===== src/rtl/nes_dma_pkg.sv =====
// Shared types and constants for the NES sprite (OAM) DMA engine.
package nes_dma_pkg;

    typedef enum logic [2:0] {
        IDLE,
        HALT,
        ALIGN,
        READ,
        WRITE
    } dma_state_t;

    localparam logic [15:0]  DMA_REG_ADDR = 16'h4014;
    localparam int unsigned  OAM_WORDS    = 256;

endpackage


===== src/rtl/oam_dma_engine.sv =====
// Sprite DMA sequencer: copies XFER_LEN bytes from a WRAM page into OAM while stalling the CPU.
// Define OAM_DMA_ALIGN_EN to insert the odd-cycle ALIGN tick after HALT.
module oam_dma_engine
    import nes_dma_pkg::*;
#(
    parameter int unsigned XFER_LEN = 256,
    parameter int unsigned SRC_AW   = 16
) (
    input  logic              clock,
    input  logic              reset_n,
    input  logic              ce,
    input  logic              start,
    input  logic [7:0]        page,
    input  logic [7:0]        oam_base,
    output logic              cpu_stall,
    output logic              src_req,
    output logic [SRC_AW-1:0] src_addr,
    input  logic [7:0]        src_rdata,
    output logic [7:0]        oam_addr,
    output logic              oam_wren,
    output logic [7:0]        oam_wdata,
    output logic              busy
);

    localparam logic [7:0] LAST_IDX = 8'(XFER_LEN - 1);

    dma_state_t state_q, state_d;
    logic [7:0] idx_q, idx_d;
    logic [7:0] page_q, page_d;
    logic [7:0] oam_base_q, oam_base_d;
    logic [7:0] oam_addr_q, oam_addr_d;
    logic       parity_q, parity_d;
    logic       busy_q, busy_d;

    // Next-state and datapath; the start edge is accepted without ce.
    always_comb begin
        state_d    = state_q;
        idx_d      = idx_q;
        page_d     = page_q;
        oam_base_d = oam_base_q;
        parity_d   = parity_q ^ ce;
        unique case (state_q)
            IDLE: begin
                if (start) begin
                    state_d    = HALT;
                    idx_d      = 8'd0;
                    page_d     = page;
                    oam_base_d = oam_base;
                end
            end
            HALT: begin
                if (ce) begin
`ifdef OAM_DMA_ALIGN_EN
                    state_d = parity_q ? ALIGN : READ;
`else
                    state_d = READ;
`endif
                end
            end
            ALIGN: begin
                if (ce) state_d = READ;
            end
            READ: begin
                if (ce) state_d = WRITE;
            end
            WRITE: begin
                if (ce) begin
                    if (idx_q == LAST_IDX) begin
                        state_d = IDLE;
                    end else begin
                        idx_d   = idx_q + 8'd1;
                        state_d = READ;
                    end
                end
            end
            default: state_d = IDLE;
        endcase
        busy_d     = (state_d != IDLE);
        oam_addr_d = oam_base_d + idx_d;
    end

    always_ff @(posedge clock or negedge reset_n) begin
        if (!reset_n) begin
            state_q    <= IDLE;
            idx_q      <= 8'd0;
            page_q     <= 8'd0;
            oam_base_q <= 8'd0;
            oam_addr_q <= 8'd0;
            parity_q   <= 1'b0;
            busy_q     <= 1'b0;
        end else begin
            state_q    <= state_d;
            idx_q      <= idx_d;
            page_q     <= page_d;
            oam_base_q <= oam_base_d;
            oam_addr_q <= oam_addr_d;
            parity_q   <= parity_d;
            busy_q     <= busy_d;
        end
    end

    assign cpu_stall = busy_q;
    assign src_req   = busy_q;
    assign busy      = busy_q;
    assign src_addr  = SRC_AW'({page_q, idx_q});
    assign oam_addr  = oam_addr_q;
    // Write strobe qualifies with ce so the commit lands on the WRITE ce edge only.
    assign oam_wren  = ce & (state_q == WRITE);
    assign oam_wdata = (state_q == WRITE) ? src_rdata : 8'h00;

endmodule


===== config.mk =====
export PLATFORM = sky130hd
export DESIGN_NAME = oam_dma_engine
export DESIGN_NICKNAME = d
export VERILOG_FILES = /design/src/rtl/nes_dma_pkg.sv /design/src/rtl/oam_dma_engine.sv
export SDC_FILE = /design/constraint.sdc
export NUM_CORES = 1
export LEC_CHECK = 0
export ABC_AREA = 1
export CELL_PAD_IN_SITES_DETAIL_PLACEMENT = 0
export CELL_PAD_IN_SITES_GLOBAL_PLACEMENT = 2
export CORE_MARGIN = 2
export CORE_UTILIZATION = 25
export CTS_CLUSTER_DIAMETER = 120
export CTS_CLUSTER_SIZE = 16
export DETAILED_ROUTE_END_ITERATION = 10
export GPL_TIMING_DRIVEN = 1
export PLACE_DENSITY = 0.83
export RECOVER_POWER = 25
export REMOVE_ABC_BUFFERS = 1
export SLEW_MARGIN = 10
export SYNTH_ARGS = -nofsm -noshare
export SYNTH_HDL_FRONTEND = slang
export SYNTH_SLANG_ARGS = --single-unit

===== constraint.sdc =====
create_clock -name clock -period 3.1 [get_ports clock]
set_input_delay 0.62 -clock clock [delete_from_list [all_inputs] [get_ports clock]]
set_output_delay 0.62 -clock clock [all_outputs]
set_load 0.02 [all_outputs]

==> run metrics, run 1 <==
Die Wd 91.6 µm; n_diodes 0; Nets 359; synthesized instance count 240; Synth area leaders dfrtp_1, nand2_1, inv_1, ha_1, nor2_1; CTS tree built; largest family of logic cells by synthesized area simple AND/OR/NAND/NOR gates; register area share after synthesis 0.469; Max Root-Sink Buffers 2; Fin Hold WS 485 ps; Commonest cells post-synth nand2_1, dfrtp_1, inv_1; die area 0.00839 mm²; clk_skew 5.68 ps; placed insts 414; Non-Filler Instances 422; Initial Utilization 0.262; Layout area overhead 50.2%; top-count cell post-synth nand2_1; power density cells 852 mW/mm²; pin count of the biggest net entering global routing 37; Post-Syn Area 0.00192 mm²; top cell type's share of synthesized area 0.469; layout cells sized above 1 0.139; leakage 0.00142 µW; Yosys warnings 0; post-layout util 0.393; WL per Instance 11.5 µm; synth unique cells 30; Detail Route Antenna Nets 0; initial antenna violation count 0; worst hold path depth 2; GR Overflow Total 0; global-route wire length before repair 8.22 mm; CP Buf/Inv Count 3; compound-gate portion of the synthesized area 0.0821; final setup vio count 0; GRT Total Usage 0.122; root buf cell clkbuf_8; CTS buffer count 5; Final Hold Fails 0; DRT Pass-1 Iters 3; Arr. time, crit path 3010 ps; final worst setup slack 267 ps; worst r2r src idx_q[1]; Post-Synth XOR/XNOR Area 0.0228; crit path time final 2830 ps; Cell Rows 31; area of the multi-input gates 856 µm²; unrepaired setup endpoints after global routing false; Die H 91.6 µm; EDFF count, synth 0; data required time at the worst endpoint 3270 ps; headroom to the max-slew limit -0.320; CTS Sinks 36; cell count along the critical path 13; critical path launch point type input pin; crit-path max FO 5; Peak VDD IR 0.373 mV; adder-cell share of the synthesized area 0.0626; drt initial violations 28; Top Family by Delay on Critical Path compound AO/OA/AOI/OAI gates; min-delay src page_q[4]; WHS Endpoint page_q[4]; Max Cap Viol 1; via count 1,723; Synth Flop Type dfrtp_1; Max stage delay on crit path 500 ps; CTS H-Tree Depth 2; mux contribution to synthesized area 0; Worst Max-Slew Pin Slew 1980 ps; syn avg cell area 8.00 µm²; FF-to-FF path depth 15; status finished with violations; number of global-route vias before repair 1,816; DR DRC count 0; Seq. cell area 901 µm²; Critical Path End Type register; R2R Setup Slk 290 ps; drt total wl 4.86 mm; fill count 761; post-synth top area cell dfrtp_1; hold buffers post-CTS 0; worst slack at placement -88.9 ps; Worst-Skew Late Latency 290 ps; number of synthesized register bits 36; highest clock rate 353 MHz; final slew viol count 37; Cell Chain, Critical Path clkdlybuf4s50_1 -> inv_2 -> a31oi_1 -> nand2_1 -> a21oi_1 -> ha_1 -> inv_1 -> fa_1 -> o21ai_1 -> a21oi_1 -> nor2_1 -> nor2_1 -> xor2_1; final worst path period share 0.914; failing checks max-capacitance violations, max-slew violations; post-CTS setup buffers 0; Port Buffer Count 63; Worst-path clk slew 70 ps; io pins 64; WS Path Type input pin to register; final HPWL from detailed placement 3.77 mm; core footprint 0.00733 mm²; Async SR Flop Fraction 1.00; vias per inst 4.08; Final GP Congestion 0.794; post-synthesis simple-gate area fraction 0.278; worst hold path class register to register; CP max-delay cell clkdlybuf4s50_1; worst r2r dst oam_addr[6]
-- kinds of logic after synthesis --
group | after synthesis
DFF | 36
buffers and inverters | 41
and+or+nand+nor | 120
adders and majority gates | 9
xor gates and xnor gates | 5
AOI/OAI and AO/OA | 29
-- per-layer routing --
layer,vias up,wire length (µm),global-route usage
li1,904,-,-
met5,-,0,0
met4,0,38,0.0303
met1,769,2300,0.153
met2,46,2260,0.205
met3,4,262,0.0378
-- worst max-delay path by stage --
| stage | startpoint | end | slack [ps] |
|---|---|---|---|
| floorplan | idx_q[1] | oam_addr[6] | 350 |
| global placement | ce | oam_addr[6] | -60 |
| detailed placement | ce | oam_addr[6] | -90 |
| CTS | ce | oam_addr[6] | 190 |
| global route | idx_q[1] | oam_addr[6] | 10 |
| finish | ce | oam_addr[6] | 270 |
-- report_power, final --
part | total, µW | leakage [µW] | switching (µW) | internal [µW]
Sequential | 756 | 0.000447 | 95.6 | 661
Combinational | 1290 | 0.000922 | 687 | 598
Clock | 415 | 0.0000541 | 177 | 238
Total | 2460 | 0.00142 | 960 | 1500
-- stage by stage --
stage | power (µW) | cell area [µm²] | TNS (ps)
6_report | 2460 | 2880 | 0
3_3_place_gp | 2060 | 2770 | -61.0
5_1_grt | 2650 | 2880 | 0
4_1_cts | 2490 | 2880 | 0
2_1_floorplan | 1440 | 1890 | 0
3_5_place_dp | 2060 | 2770 | -99.4
-- cell type report --
| type | instances | area share |
|---|---|---|
| multi-input cells | 163 | 0.297 |
| clock buffers | 5 | 0.0239 |
| flip-flops and latches | 36 | 0.313 |
| well taps | 99 | 0.0430 |
| repair buffers | 81 | 0.263 |
| clock inverters | 3 | 0.0148 |
| inverters | 35 | 0.0456 |
-- flip-flops by register name (all words and copies together) (netlist names) --
name	cells
busy	1
oam_addr	8
oam_base_q	8
page_q	8
state_q	3
idx_q	8
-- layout by cell type, fill, tap and decap left out, types with 2 or more instances in the layout --
master	n
a21oi_1	12
buf_4	18
clkbuf_8	5
clkdlybuf4s50_1	62
dfrtp_1	36
ha_1	8
inv_1	33
inv_2	2
nand2_1	72
nand2_2	8
nand3_1	6
nand4_1	2
nor2_1	21
nor2_4	3
nor3_1	2
o211ai_1	2
o21ai_0	11
xor2_1	4
-- tightest hold or removal path, stage by stage, from the launching register on --
cell and delay, ps:
dfrtp_1 350, nand2_1 50, nand2_1 60
-- repair_timing --
item | 4_1_cts | 5_1_grt
hold endpoints to repair | 0 | 0
gates resized for setup | 0 | 1
endpoints found under the setup margin | 0 | 1
Note: power is estimated with default switching activity, not from simulation.
==> inputs of run 2 (changes only) <==
Settings changed: CORE_ASPECT_RATIO set to 1.1.
==> run 2 against run 1 <==
Effect of this change:
- the run still ends with max-capacitance violations, max-slew violations left
- worst setup slack got worse by 16 ps
- highest routed layer unchanged
- total power decreased by 3.7%
- via count increased by 0.12%
- maximum frequency decreased by 0.57%
- non-clock buffer count unchanged
- largest power group unchanged
- flip-flop and latch count unchanged
==> run metrics, run 2 (synthesized netlist as in run 1, its figures left out) <==
critical path launch point type input pin; drt total wl 4.75 mm (-2.3%); number of global-route vias before repair 1,700 (-6.4%); WL per Instance 11.6 µm (+0.53%); CTS tree built; Critical Path End Type register; pin count of the biggest net entering global routing 37 (unchanged); Final GP Congestion 0.828 (+4.2%); WS Path Type input pin to register; post_cts resized 0 (unchanged); status finished with violations; highest clock rate 351 MHz (-0.57%); DR DRC count 0 (unchanged); headroom to the max-slew limit -0.377 (-0.0569); fill count 793 (+4.2%); final worst path period share 0.919 (+0.00520); Cell Rows 33 (+6.5%); Worst-path clk slew 70 ps (about the same); final slew viol count 37 (unchanged); power density cells 830 mW/mm² (-2.6%); Cell Chain, Critical Path clkdlybuf4s50_1 -> inv_2 -> a31oi_1 -> nand2_1 -> a21oi_1 -> ha_1 -> inv_1 -> fa_1 -> o21ai_0 -> a21oi_1 -> nor2_1 -> nor2_1 -> xor2_1; R2R Setup Slk 300 ps (about the same); Peak VDD IR 0.388 mV (+4.2%); clk_skew 7.89 ps (+2.21 ps); Max Cap Viol 1 (unchanged); global-route wire length before repair 7.71 mm (-6.2%); Port Buffer Count 63 (unchanged); Detail Route Antenna Nets 0 (unchanged); Power Total 2370 µW (-3.7%); data required time at the worst endpoint 3280 ps (about the same); commonest cells after routing, fill and taps aside nand2_1, clkdlybuf4s50_1, dfrtp_1, inv_1, nor2_1; failing checks max-capacitance violations, max-slew violations; initial antenna violation count 0 (unchanged); FF-to-FF path depth 15 (unchanged); CTS buffer count 5 (unchanged); final setup vio count 0 (unchanged); crit path time final 2850 ps (+16.1 ps); crit-path max FO 4 (-1); Top Family by Delay on Critical Path compound AO/OA/AOI/OAI gates; drt initial violations 41 (+46%); Layout area overhead 48.4%; core footprint 0.00743 mm² (+1.4%); Max stage delay on crit path 500 ps (about the same); Worst-Skew Late Latency 290 ps (about the same); cell count along the critical path 13 (unchanged); Die Wd 87.5 µm (-4.5%); worst hold path depth 2 (unchanged); die area 0.00839 mm² (about the same); hold buffers post-CTS 0 (unchanged); CTS Sinks 36 (unchanged); Initial Utilization 0.258 (-0.00357); n_diodes 0 (unchanged); Worst Max-Slew Pin Slew 2060 ps (+85.4 ps); commonest non-fill, non-tap cell in the layout nand2_1; Final Hold Fails 0 (unchanged); Die H 95.9 µm (+4.7%); unrepaired setup endpoints after global routing false; GRT Total Usage 0.119 (-0.00276); io pins 64 (unchanged); DRT Pass-1 Iters 4 (+1); layout cells sized above 1 0.139 (unchanged); leakage 0.00142 µW (about the same); worst hold path class register to register; GR Overflow Total 0 (unchanged); Arr. time, crit path 3020 ps (about the same); Max Root-Sink Buffers 2 (unchanged); CP max-delay cell clkdlybuf4s50_1; Fin Hold WS 485 ps (-0.172 ps); vias per inst 4.21 (+3.0%); via count 1,725 (+0.12%); CTS H-Tree Depth 2 (unchanged); CP Buf/Inv Count 3 (unchanged); final HPWL from detailed placement 3.66 mm (-2.8%); post-CTS setup buffers 0 (unchanged); Nets 359 (unchanged); root buf cell clkbuf_8
[run 2: cell types whose count changed in the layout (fill, tap and decap cells not counted)]
cell        delta
bufinv_16      -1
clkbuf_8       +1
clkinv_2       +1
clkinvlp_4     -1
o21ai_0        +1
o21ai_1        -1
[run 2: routing by layer]
metal	track usage	share of wire	wire length [µm]	vias to the layer above
met5	0	0	0	-
met4	0.0385	0.0088	42	0
met3	0.0360	0.070	333	4
met2	0.210	0.47	2250	53
met1	0.138	0.45	2130	764
li1	-	-	-	904
[run 2: power by group]
group	total [µW]	internal, µW	leakage, µW	switching, µW
registers	750	660	0.000447	90.0
clock network	350	178	0.0000510	173
logic	1270	583	0.000925	682
total	2370	1420	0.00142	945
[run 2: final cells by class]
cell class                 count  area (µm²)  share of cell area
sequential                    36         901               0.316
tap                           87         109              0.0382
multi-input combinational    163         856               0.300
inverter                      35         131              0.0461
clock inverter                 2        10.0             0.00351
timing repair buffer          81         759               0.267
clock buffer                   6        82.6              0.0290
[run 2: stage by stage]
step | setup WS, ps | TNS [ps] | cell area, µm² | util | std cells
finish | 251 | 0 | 2850 | 0.383 | 410
global route | 18.3 | 0 | 2850 | 0.383 | 410
CTS | 231 | 0 | 2850 | 0.384 | 410
detailed placement | -63.8 | -80.1 | 2760 | 0.371 | 402
global placement | -16.1 | -16.1 | 2760 | 0.371 | 402
floorplan | 352 | 0 | 1890 | - | 234
[run 2: final timing paths]
check,start,to
worst max-delay path,ce,oam_addr[6]
worst min-delay path,page_q[5],page_q[5]
worst max register to register,idx_q[1],oam_addr[6]
worst min register to register,page_q[5],page_q[5]
max in group asynchronous,reset_n,oam_base_q[5]
min in group asynchronous,reset_n,oam_addr[1]
[run 2: tightest hold or removal path, cell delays in order (launching register included)]
cell	delay (ps)
dfrtp_1	350
nand2_1	50
nand2_1	50
